`src/rtl/pipelined_addsub.sv`:
```
// WIDTH-bit add/subtract split into SEG-bit ripple segments, one segment per
// pipeline stage, with a valid/ready handshake and a global stall enable.
module pipelined_addsub #(
    parameter int WIDTH = 16,
    parameter int SEG   = 4
) (
    input  logic             clk,
    input  logic             rst_n,
    input  logic             in_valid,
    output logic             in_ready,
    input  logic [WIDTH-1:0] a,
    input  logic [WIDTH-1:0] b,
    input  logic             cin,
    input  logic             sub,
    output logic             out_valid,
    input  logic             out_ready,
    output logic [WIDTH-1:0] sum,
    output logic             cout,
    output logic             ovf
);
    localparam int STAGES = WIDTH / SEG;

    if (SEG < 1 || WIDTH < SEG || (WIDTH % SEG) != 0) begin : g_cfg_err
        $error("pipelined_addsub: WIDTH must be a positive multiple of SEG");
    end

    logic             en;
    logic [WIDTH-1:0] b_eff;

    // Whole pipe moves as one; a held output freezes every stage behind it.
    assign en       = !out_valid || out_ready;
    assign in_ready = en;
    assign b_eff    = sub ? ~b : b;

    for (genvar k = 0; k < STAGES; k++) begin : g_stage
        localparam int BW = WIDTH - k * SEG;

        // acc holds finished sum segments below k and raw A bits above.
        logic [WIDTH-1:0] acc_i, acc_nx, acc_q;
        logic [BW-1:0]    b_i;
        logic             c_i, v_i;
        logic             c_q, v_q;
        logic [SEG:0]     seg;

        if (k == 0) begin : g_src
            assign acc_i = a;
            assign b_i   = b_eff;
            assign c_i   = cin ^ sub;
            assign v_i   = in_valid;
        end else begin : g_src
            assign acc_i = g_stage[k-1].acc_q;
            assign b_i   = g_stage[k-1].g_bh.bh_q;
            assign c_i   = g_stage[k-1].c_q;
            assign v_i   = g_stage[k-1].v_q;
        end

        assign seg = {1'b0, acc_i[k*SEG +: SEG]} + {1'b0, b_i[SEG-1:0]} + {{SEG{1'b0}}, c_i};

        always_comb begin
            acc_nx               = acc_i;
            acc_nx[k*SEG +: SEG] = seg[SEG-1:0];
        end

        always_ff @(posedge clk or negedge rst_n) begin
            if (!rst_n) begin
                v_q   <= 1'b0;
                c_q   <= 1'b0;
                acc_q <= '0;
            end else if (en) begin
                v_q   <= v_i;
                c_q   <= seg[SEG];
                acc_q <= acc_nx;
            end
        end

        if (k < STAGES - 1) begin : g_bh
            // Only the not-yet-consumed upper B' segments travel on.
            logic [BW-SEG-1:0] bh_q;
            always_ff @(posedge clk or negedge rst_n) begin
                if (!rst_n)  bh_q <= '0;
                else if (en) bh_q <= b_i[BW-1:SEG];
            end
        end else begin : g_last
            // Carry into the MSB is recovered as a ^ b' ^ sum at the top bit.
            logic ovf_q;
            always_ff @(posedge clk or negedge rst_n) begin
                if (!rst_n)  ovf_q <= 1'b0;
                else if (en) ovf_q <= seg[SEG] ^ acc_i[WIDTH-1] ^ b_i[SEG-1] ^ seg[SEG-1];
            end
        end
    end

    assign out_valid = g_stage[STAGES-1].v_q;
    assign sum       = g_stage[STAGES-1].acc_q;
    assign cout      = g_stage[STAGES-1].c_q;
    assign ovf       = g_stage[STAGES-1].g_last.ovf_q;

endmodule

```
`config.mk`:
```
export PLATFORM = sky130hd
export DESIGN_NAME = pipelined_addsub
export DESIGN_NICKNAME = d
export VERILOG_FILES = /design/src/rtl/pipelined_addsub.sv
export SDC_FILE = /design/constraint.sdc
export NUM_CORES = 1
export LEC_CHECK = 0
export CORE_MARGIN = 4
export CORE_UTILIZATION = 54
export DETAILED_ROUTE_END_ITERATION = 10
export PLACE_DENSITY_LB_ADDON = 0.3
export SYNTH_ARGS = -nofsm -noshare
export SYNTH_HDL_FRONTEND = slang
export SYNTH_SLANG_ARGS = --single-unit
export TNS_END_PERCENT = 100
```
`constraint.sdc`:
```
create_clock -name clk -period 2.5 [get_ports clk]
set_input_delay 0.375 -clock clk [delete_from_list [all_inputs] [get_ports clk]]
set_output_delay 0.375 -clock clk [all_outputs]
set_load 0.01 [all_outputs]
```
### After elaboration in Yosys (flattened, before gate mapping)

Cells that the tools add are included.

* add/sub/neg operators: 8
* multiplexer cells: 1
* bitwise logic cells: 5
* reduce and logical (&&, ||, !) cells: 2

Operators by type and width (number)
* $add 4x4->5: 4
* $add 5x1->5: 4
* $mux 16: 1
* $not 16->16: 1
* $xor 1x1->1: 4
* $logic_not 1->1: 1
* $logic_or 1x1->1: 1

* flip-flop bits (word level): 97
* input port bits: 38
* output and inout port bits: 20
* logic and storage cells: 32

### Logic depth before layout (Yosys ltp)

Gate-level depths: netlist of run 1.

* depth in word-level cells: 5
* mapped depth: 8

### Worst setup path before layout of run 1

No wires, ideal clock.

* path type: input-to-reg
* from: input sub
* to: register g_stage[0].c_q
* library setup time: 0.133 ns
* data arrival time: 2.178 ns
* required time: 2.367 ns
* setup slack: 0.189 ns
* stages on the path: 8
* path buffers: 2
* cell sequence: buf_2 -> buf_4 -> xor2_1 -> fa_1 -> fa_1 -> a21o_1 -> a211oi_1 -> a21oi_1

* cells in the longest elaborated chain, start to end: 3
* elaborated cells between the ends (all ways): 4
* classes of those cells: add/sub (2); mux (1); bitwise (1)

Ends and longest elaborated chain
* from (decl): RTL line 14 `input logic sub,`
* $mux 16: RTL line 33 `assign b_eff = sub ? ~b : b;`
* $add 4x4->5: RTL line 57 `assign seg = {1'b0, acc_i[k*SEG +: SEG]} + {1'b0, b_i[SEG-1:0]} + {{SEG{1'b0}}, c_i};`
* $add 5x1->5 *: RTL line 57
* to (signal assigned): RTL line 71 `c_q <= seg[SEG];`
* to (decl): RTL line 42 `logic c_q, v_q;`

Every way passes the cells marked *; elsewhere a longest branch is shown, timed or not.
A chain may end at the register's enable or synchronous reset.

### Final worst setup path of run 1

Ends and elaborated chain as after synthesis.

==> results of run 1 <==
per-stage QoR:
| stage | setup slack (ns) | total power, mW | cells | hold WS [ns] | setup TNS (ns) |
|---|---|---|---|---|---|
| 4_1_cts | 0.281 | 6.18 | 611 | 0.473 | 0 |
| 5_1_grt | 0.181 | 6.66 | 611 | 0.488 | 0 |
| 3_5_place_dp | -0.0963 | 5.07 | 594 | 0.342 | -0.144 |
| 3_3_place_gp | -0.0337 | 4.96 | 594 | 0.337 | -0.0337 |
| 6_report | 0.318 | 6.12 | 611 | 0.470 | 0 |
| 2_1_floorplan | 0.189 | 4.25 | 453 | 0.0794 | 0 |
worst max-delay path: stages:
cell	delay, ns
sky130_fd_sc_hd__clkdlybuf4s50_1	0.49
sky130_fd_sc_hd__xor2_1	0.21
sky130_fd_sc_hd__fa_1	0.44
sky130_fd_sc_hd__fa_1	0.40
sky130_fd_sc_hd__a21o_1	0.19
sky130_fd_sc_hd__a211oi_1	0.23
sky130_fd_sc_hd__a21oi_1	0.06
registers in the layout, indices dropped and copies added (netlist names):
register,cells
g_stage.acc_q,48
g_stage.g_bh.bh_q,24
sum,16
g_stage.c_q,3
g_stage.v_q,3
cout,1
out_valid,1
ovf,1
logic make-up (layout without fill, tap and decap cells):
family          count (synthesis)  in the layout
fa+ha+maj                      20             20
compound gates                 46             46
simple gates                  229            229
buf+inv                        34             90
xor+xnor                       27             27
flops                          97             97
layout by cell type, fill, tap and decap left out, drive strengths merged:
cell,count
a211oi,1
a21o,7
a21oi,15
buf,6
bufinv,2
clkbuf,11
clkdlybuf4s50,56
clkinv,3
dfrtp,97
dlygate4sd3,1
fa,8
ha,12
inv,11
nand2,217
nand2b,1
nor2,9
nor2b,2
o21ai,23
xnor2,14
xnor3,1
xor2,12
metal layers:
metal / global-route usage (%) / up-vias
li1: - / 1502
met4: 5.62 / 0
met5: 0 / -
met3: 3.68 / 8
met1: 22.1 / 1383
met2: 28.0 / 62
repair_timing:
| action | in CTS | in global routing |
|---|---|---|
| hold buffers | 1 | 0 |
| endpoints found under the hold margin | 31 | 0 |
| gates resized for setup | 0 | 0 |
layout make-up:
class	count	area, sq um	area share [%]
inverters	11	41.3	0.802
multi-input cells	322	1690	32.8
flip-flops and latches	97	2430	47.2
clock inverters	5	78.8	1.53
repair buffers	63	641	12.4
well taps	102	128	2.48
clock buffers	11	141	2.75
power by group:
group	internal (mW)	switching (mW)	total [mW]
sequential	2.27	0.384	2.66
combinational	1.15	1.21	2.36
clock	0.590	0.513	1.10
total	4.01	2.11	6.12
worst max path at each step:
stage / startpoint / endpoint / slack (ns) / depth (start not counted)
4_1_cts: sub / g_stage[0].c_q$_DFFE_PN0P_ / 0.28 / 7
3_5_place_dp: sub / g_stage[0].c_q$_DFFE_PN0P_ / -0.1 / 7
5_1_grt: sub / g_stage[0].acc_q[3]$_DFFE_PN0P_ / 0.18 / 8
6_report: sub / g_stage[0].c_q$_DFFE_PN0P_ / 0.32 / 7
2_1_floorplan: sub / g_stage[0].c_q$_DFFE_PN0P_ / 0.19 / 8
3_3_place_gp: sub / g_stage[0].c_q$_DFFE_PN0P_ / -0.03 / 7
==> summary.txt, run 1 <==
Outcome
  – Outcome: finished clean

Floorplanning
  – Standard cell core area: just under 8000 sq um
  – Number of primary I/O pins: between 50 and 60
  – Die Height: between 90 and 100 microns
  – Horizontal die dimension: 96.7 microns
  – Floorplan die area: a little over 9000 sq um
  – Starting Density: between 50% and 60%
  – Total number of placement rows: 32

Layout
  – Count of inserted antenna diode cells: 0
  – Fillers: roughly 620
  – Number of nets in the layout: roughly 560
  – Finished Cell Area: a little over 5000 sq um
  – Share of final-layout standard cells stronger than drive strength 1: approximately 4.7%
  – Layout overhead on the synthesized area: 21.3%
  – Share of the core filled with cells in the final layout: 66.9%

Route
  – Drt wl/cell: around 12 microns
  – Antenna viol nets, final: 0
  – Sum of routed wire segments on met1: about 3400 microns
  – Routed Wire Length: between 7000 and 8000 microns
  – Initial DRC Count: 186
  – Number of detailed-routing iterations run before antenna repair: 4
  – Uppermost metal layer occupied by signal nets: met4
  – Via count of the routed design: just under 3000
  – Residual DRC count: 0
  – Routed wl met2: 3560 microns
  – Detail Route met3 WL: between 300 and 400 microns
  – Vias per cell: 4.84

Yosys
  – Top-area cell type share of the netlist area: approximately 57%
  – Leading cell types by count after synthesis: sky130_fd_sc_hd__nand2_1 (217), sky130_fd_sc_hd__dfrtp_1 (97), sky130_fd_sc_hd__o21ai_0 (22)
  – Combinational family with the most area after synthesis: simple AND/OR/NAND/NOR gates
  – Area leader, netlist: sky130_fd_sc_hd__dfrtp_1
  – Synth Area in Compound Gates: under 10%
  – Mapped Area: between 4000 and 5000 sq um
  – Number of register bits inferred by synthesis: 97
  – Yosys synthesis warning count: 0
  – Syn avg cell area: 9.37 sq um
  – Post-synth EDFFs: 0
  – Simple-Gate Fraction of Synth Area: 20.4%
  – Synthesized Nets: between 500 and 600
  – Most repeated cell in the gate-level netlist after synthesis: sky130_fd_sc_hd__nand2_1
  – Area share of fa/ha/maj cells after synthesis: around 7.3%
  – Number of distinct library cells after synthesis: 21
  – Seq/Total Area, Yosys: between 50% and 60%
  – Top area cells in the synthesized netlist: sky130_fd_sc_hd__dfrtp_1 (57%), sky130_fd_sc_hd__nand2_1 (19%), sky130_fd_sc_hd__fa_1 (3.8%)
  – Multiplexer share of the synthesized area: 0%
  – Asr flop ratio synth: 100%
  – Top_reg_cell synth: sky130_fd_sc_hd__dfrtp_1
  – Count of mapped cells out of synthesis: roughly 450
  – Synth Area in XOR/XNOR: between 5 and 6%

Critical path
  – Number of cells on the worst reg-to-reg path: 8
  – Startpoint-to-endpoint class of the critical path: primary input to register
  – Worst Setup Start Kind: primary input
  – Maximum net fanout on the critical path: 3
  – Reg2Reg Launch Point: g_stage[2].acc_q[12]$_DFFE_PN0P_
  – R2R setup slack: 0.42 ns
  – End of the worst register-to-register path: ovf$_DFFE_PN0P_
  – Worst EP arrival: ~2.4 ns
  – Endpoint class of the critical path: register
  – Required @ worst endpoint: 2.71 ns

Clock network
  – Buffer cell driving the clock tree root: sky130_fd_sc_hd__clkbuf_8
  – TritonCTS buffer count: 9
  – Total clock sinks: between 90 and 100
  – Buffers inserted during post-CTS setup optimization: 0
  – Skew-Pair Late Insertion Delay: approximately 0.35 ns
  – Clock slew seen by the registers of the worst setup and hold paths: approximately 0.090 ns
  – Deepest level of the CTS H-tree: 3
  – CTS max path bufs: 2
  – CTS tree: yes

STA
  – Count of final max-slew check failures: 0
  – Setup repair after global routing missed its margin: no
  – Count of final setup violators: 0
  – Final critical-path required period: roughly 2.2 ns
  – Clock skew: about 0.0085 ns
  – Maximum clock frequency: between 0.4 and 0.5 GHz
  – Worst max-slew margin expressed relative to the limit: a little under two fifths
  – Transition time of the tightest slew-check pin: between 0.9 and 1 ns
  – Hold violation count in the final report: 0
  – Period utilisation layout: between 80% and 90%

Placement
  – Dpl hpwl: 4940 microns
  – Post-placement cell area: 4920 sq um
  – Number of buffers inserted by port buffering: 57
  – Last weighted congestion value of the routability-driven placer: about 0.73

GRT
  – Remaining Overflow, GRT: 0
  – Global-route wire length before repair: 13100 microns
  – Overall global routing resource usage: 16.9%
  – Via count of the first global-routing pass: 2892
  – Antenna violations before repair: 0
  – Largest net degree at the start of global routing: about 100

Hold path
  – End point of the worst hold path: g_stage[2].acc_q[7]$_DFFE_PN0P_
  – Worst min-delay path startpoint: g_stage[2].acc_q[7]$_DFFE_PN0P_
  – Kind of path behind the tightest hold check: register to register
  – Number of cells on the worst hold path: 2

Pwr
  – Lkg Pwr: roughly 2.6 nW
  – Maximum VDD drop: approximately 0.00059 V
  – Pwr Density: approximately 1200 nW/um^2

Run
  – Count of max-cap constraint violations: 0
No activity file was read; power rests on OpenSTA's default activity.
==> run 2, diff against run 1 <==
--- a/config.mk
+++ b/config.mk
@@ -8,6 +8,7 @@
 export CORE_MARGIN = 4
 export CORE_UTILIZATION = 54
 export DETAILED_ROUTE_END_ITERATION = 10
+export GPL_TIMING_DRIVEN = 0
 export PLACE_DENSITY_LB_ADDON = 0.3
 export SYNTH_ARGS = -nofsm -noshare
 export SYNTH_HDL_FRONTEND = slang
==> run 2 against run 1 <==
Sequential power about the same. Combinational power rose by 4%. Clock power decreased by 20%. Total power fell by 1.7%. Non-clock buffer count rose by 17. Worst hold slack worse by 0.45 ns. Sequential share of layout area rose by 0.25 points. Wire length increased by 14%. Core utilization down 0.36 points. Cell count grew 2.6%. Largest power group unchanged. Highest routed layer unchanged.
==> summary.txt, run 2 (synthesized netlist as in run 1, its figures left out) <==
STA
  – Crit path setup slack, layout: 0.118 ns (was 0.318 ns)
  – Clock skew: 0.00397 ns (was 0.00851 ns)
  – Count of final max-slew check failures: 0 (unchanged)
  – Worst max-slew margin expressed relative to the limit: 59.2% (was 38.4%)
  – Setup repair after global routing missed its margin: no (unchanged)
  – Hold violation count in the final report: 0 (unchanged)
  – Maximum clock frequency: 0.420 GHz (was 0.458 GHz)
  – Final critical-path required period: 2.38 ns (was 2.18 ns)
  – Count of final setup violators: 0 (unchanged)
  – Period utilisation layout: 95.3% (was 87.3%)
  – Transition time of the tightest slew-check pin: 0.612 ns (was 0.925 ns)

Route
  – Via count of the routed design: 3090 (was 2955)
  – Number of detailed-routing iterations run before antenna repair: 4 (unchanged)
  – Routed Wire Length: 8430 microns (was 7400 microns)
  – Drt wl/cell: 13.4 microns (was 12.1 microns)
  – Antenna viol nets, final: 0 (unchanged)
  – Initial DRC Count: 182 (was 186)
  – Vias per cell: 4.93 (was 4.84)
  – Residual DRC count: 0 (unchanged)

Critical path
  – Worst EP arrival: 2.01 ns (was 2.39 ns)
  – Endpoint class of the critical path: primary output (was register)
  – Startpoint-to-endpoint class of the critical path: primary input to primary output (was primary input to register)
  – Maximum net fanout on the critical path: 10 (was 3)
  – Worst Setup Start Kind: primary input (unchanged)
  – Required @ worst endpoint: 2.12 ns (was 2.71 ns)

Layout
  – Count of placed standard cells in the final layout, fillers left out: 627 (was 611)
  – Count of inserted antenna diode cells: 0 (unchanged)
  – Number of flip-flops under the largest register name: 48 (unchanged)
  – Leading cell types in the layout, fill and taps excluded: sky130_fd_sc_hd__nand2_1 (217), sky130_fd_sc_hd__dfrtp_1 (97), sky130_fd_sc_hd__clkdlybuf4s50_1 (55) (was sky130_fd_sc_hd__nand2_1 (217), sky130_fd_sc_hd__dfrtp_1 (97), sky130_fd_sc_hd__clkdlybuf4s50_1 (56))
  – Share of final-layout standard cells stronger than drive strength 1: 4.00% (was 4.72%)
  – Layout overhead on the synthesized area: 20.6% (was 21.3%)
  – Finished Cell Area: 5120 sq um (was 5150 sq um)
  – Number of nets in the layout: 579 (was 562)
  – Biggest register: g_stage.acc_q (unchanged)
  – Most common cell after layout, fill and taps aside: sky130_fd_sc_hd__nand2_1 (unchanged)

Placement
  – Post-placement cell area: 4960 sq um (was 4920 sq um)
  – Placed cell count: 612 (was 594)
  – Dpl hpwl: 6230 microns (was 4940 microns)
  – Post-Place Setup Slack: -0.0627 ns (was -0.0963 ns)
  – Last weighted congestion value of the routability-driven placer: 0.835 (was 0.731)
  – Number of buffers inserted by port buffering: 56 (was 57)

GRT
  – Global-route wire length before repair: 14400 microns (was 13100 microns)
  – Remaining Overflow, GRT: 0 (unchanged)
  – Via count of the first global-routing pass: 3184 (was 2892)
  – Overall global routing resource usage: 19.1% (was 16.9%)
  – Antenna violations before repair: 0 (unchanged)
  – Largest net degree at the start of global routing: 51 (was 101)

Clock network
  – Buffer cell driving the clock tree root: sky130_fd_sc_hd__clkbuf_8 (unchanged)
  – Skew-Pair Late Insertion Delay: 0.35 ns (about the same)
  – TritonCTS buffer count: 9 (unchanged)
  – Hold-fix buffers at CTS: 0 (was 1)
  – Clock slew seen by the registers of the worst setup and hold paths: 0.08 ns (was 0.09 ns)
  – Deepest level of the CTS H-tree: 3 (unchanged)
  – Total clock sinks: 97 (unchanged)
  – Buffers inserted during post-CTS setup optimization: 0 (unchanged)
  – CTS max path bufs: 2 (unchanged)
  – CTS tree: yes (unchanged)
  – Count of instances resized after the clock tree is built: 0 (unchanged)

Floorplanning
  – Die Height: 96.7 microns (unchanged)
  – Number of primary I/O pins: 58 (unchanged)
  – Horizontal die dimension: 96.7 microns (unchanged)
  – Total number of placement rows: 32 (unchanged)
  – Floorplan die area: 9340 sq um (unchanged)
  – Starting Density: 55.2% (unchanged)
  – Standard cell core area: 7690 sq um (unchanged)

Pwr
  – Maximum VDD drop: 0.000407 V (was 0.000591 V)
  – Pwr Density: 1180 nW/um^2 (was 1190 nW/um^2)
  – Lkg Pwr: 2.57 nW (was 2.59 nW)

Hold path
  – Kind of path behind the tightest hold check: primary input to asynchronous set/reset pin (was register to register)

Run
  – Count of max-cap constraint violations: 0 (unchanged)

Outcome
  – Outcome: finished clean (unchanged)
[run 2: cell types whose count changed in the layout (fill, tap and decap cells not counted), moves of 2 or more]
| cell | change |
|---|---|
| sky130_fd_sc_hd__bufinv_16 | -2 |
| sky130_fd_sc_hd__buf_12 | -2 |
| sky130_fd_sc_hd__clkinv_2 | +2 |
| sky130_fd_sc_hd__buf_1 | +12 |
| sky130_fd_sc_hd__buf_2 | +3 |
| sky130_fd_sc_hd__clkbuf_1 | +7 |
| sky130_fd_sc_hd__buf_4 | -2 |
[run 2: critical path, stage by stage]
cell and delay (ns):
sky130_fd_sc_hd__clkdlybuf4s50_1 0.46, sky130_fd_sc_hd__nor2b_1 0.06, sky130_fd_sc_hd__inv_1 0.09, sky130_fd_sc_hd__clkbuf_1 0.39, sky130_fd_sc_hd__clkdlybuf4s50_1 0.63
[run 2: area by class of cell]
type                            instances  area (sq um)
Sequential cell                        97          2430
Clock buffer                           11           141
Tap cell                              102           128
Fill cell                             628          2570
Multi-Input combinational cell        322          1680
Timing Repair Buffer                   57           586
Buffer                                 23          93.8
Clock inverter                          4          20.0
Inverter                               11          41.3
[run 2: report_power, final]
group	switching [mW]	leakage, nW	internal [mW]
clock	0.506	0.0887	0.378
combinational	1.29	1.31	1.16
sequential	0.407	1.17	2.27
[run 2: layer usage]
metal	vias up	part of all wire [%]	global-route usage [%]
li1	1534	-	-
met1	1475	45	24.4
met2	69	49	32.4
met3	12	4.3	3.03
met4	0	1.7	8.21
met5	-	0	0
[run 2: path summary, 6_finish.rpt]
kind	depth (start not counted)	slack, ns	start	endpoint
max in group asynchronous	2	1.83	rst_n	g_stage[0].g_bh.bh_q[3]$_DFFE_PN0P_
min in group clk	3	0.45	sub	g_stage[0].g_bh.bh_q[11]$_DFFE_PN0P_
setup / recovery	5	0.12	out_ready	in_ready
setup reg to reg	8	0.41	g_stage[2].acc_q[12]$_DFFE_PN0P_	ovf$_DFFE_PN0P_
hold reg to reg	2	0.47	sum[4]$_DFFE_PN0P_	sum[4]$_DFFE_PN0P_
hold / removal	1	0.03	rst_n	g_stage[0].acc_q[13]$_DFFE_PN0P_
[run 2: stage by stage]
step                      util, %  hold slack [ns]  power (mW)  TNS (ns)
final                        66.6           0.0251        6.02         0
after CTS                    66.6           0.0388        6.06         0
after floorplan                 -           0.0794        4.25         0
after global routing         66.6           0.0713        6.50         0
after detailed placement     64.5            0.424        5.18   -0.0627
after global placement       64.2            0.443        5.04   -230.71
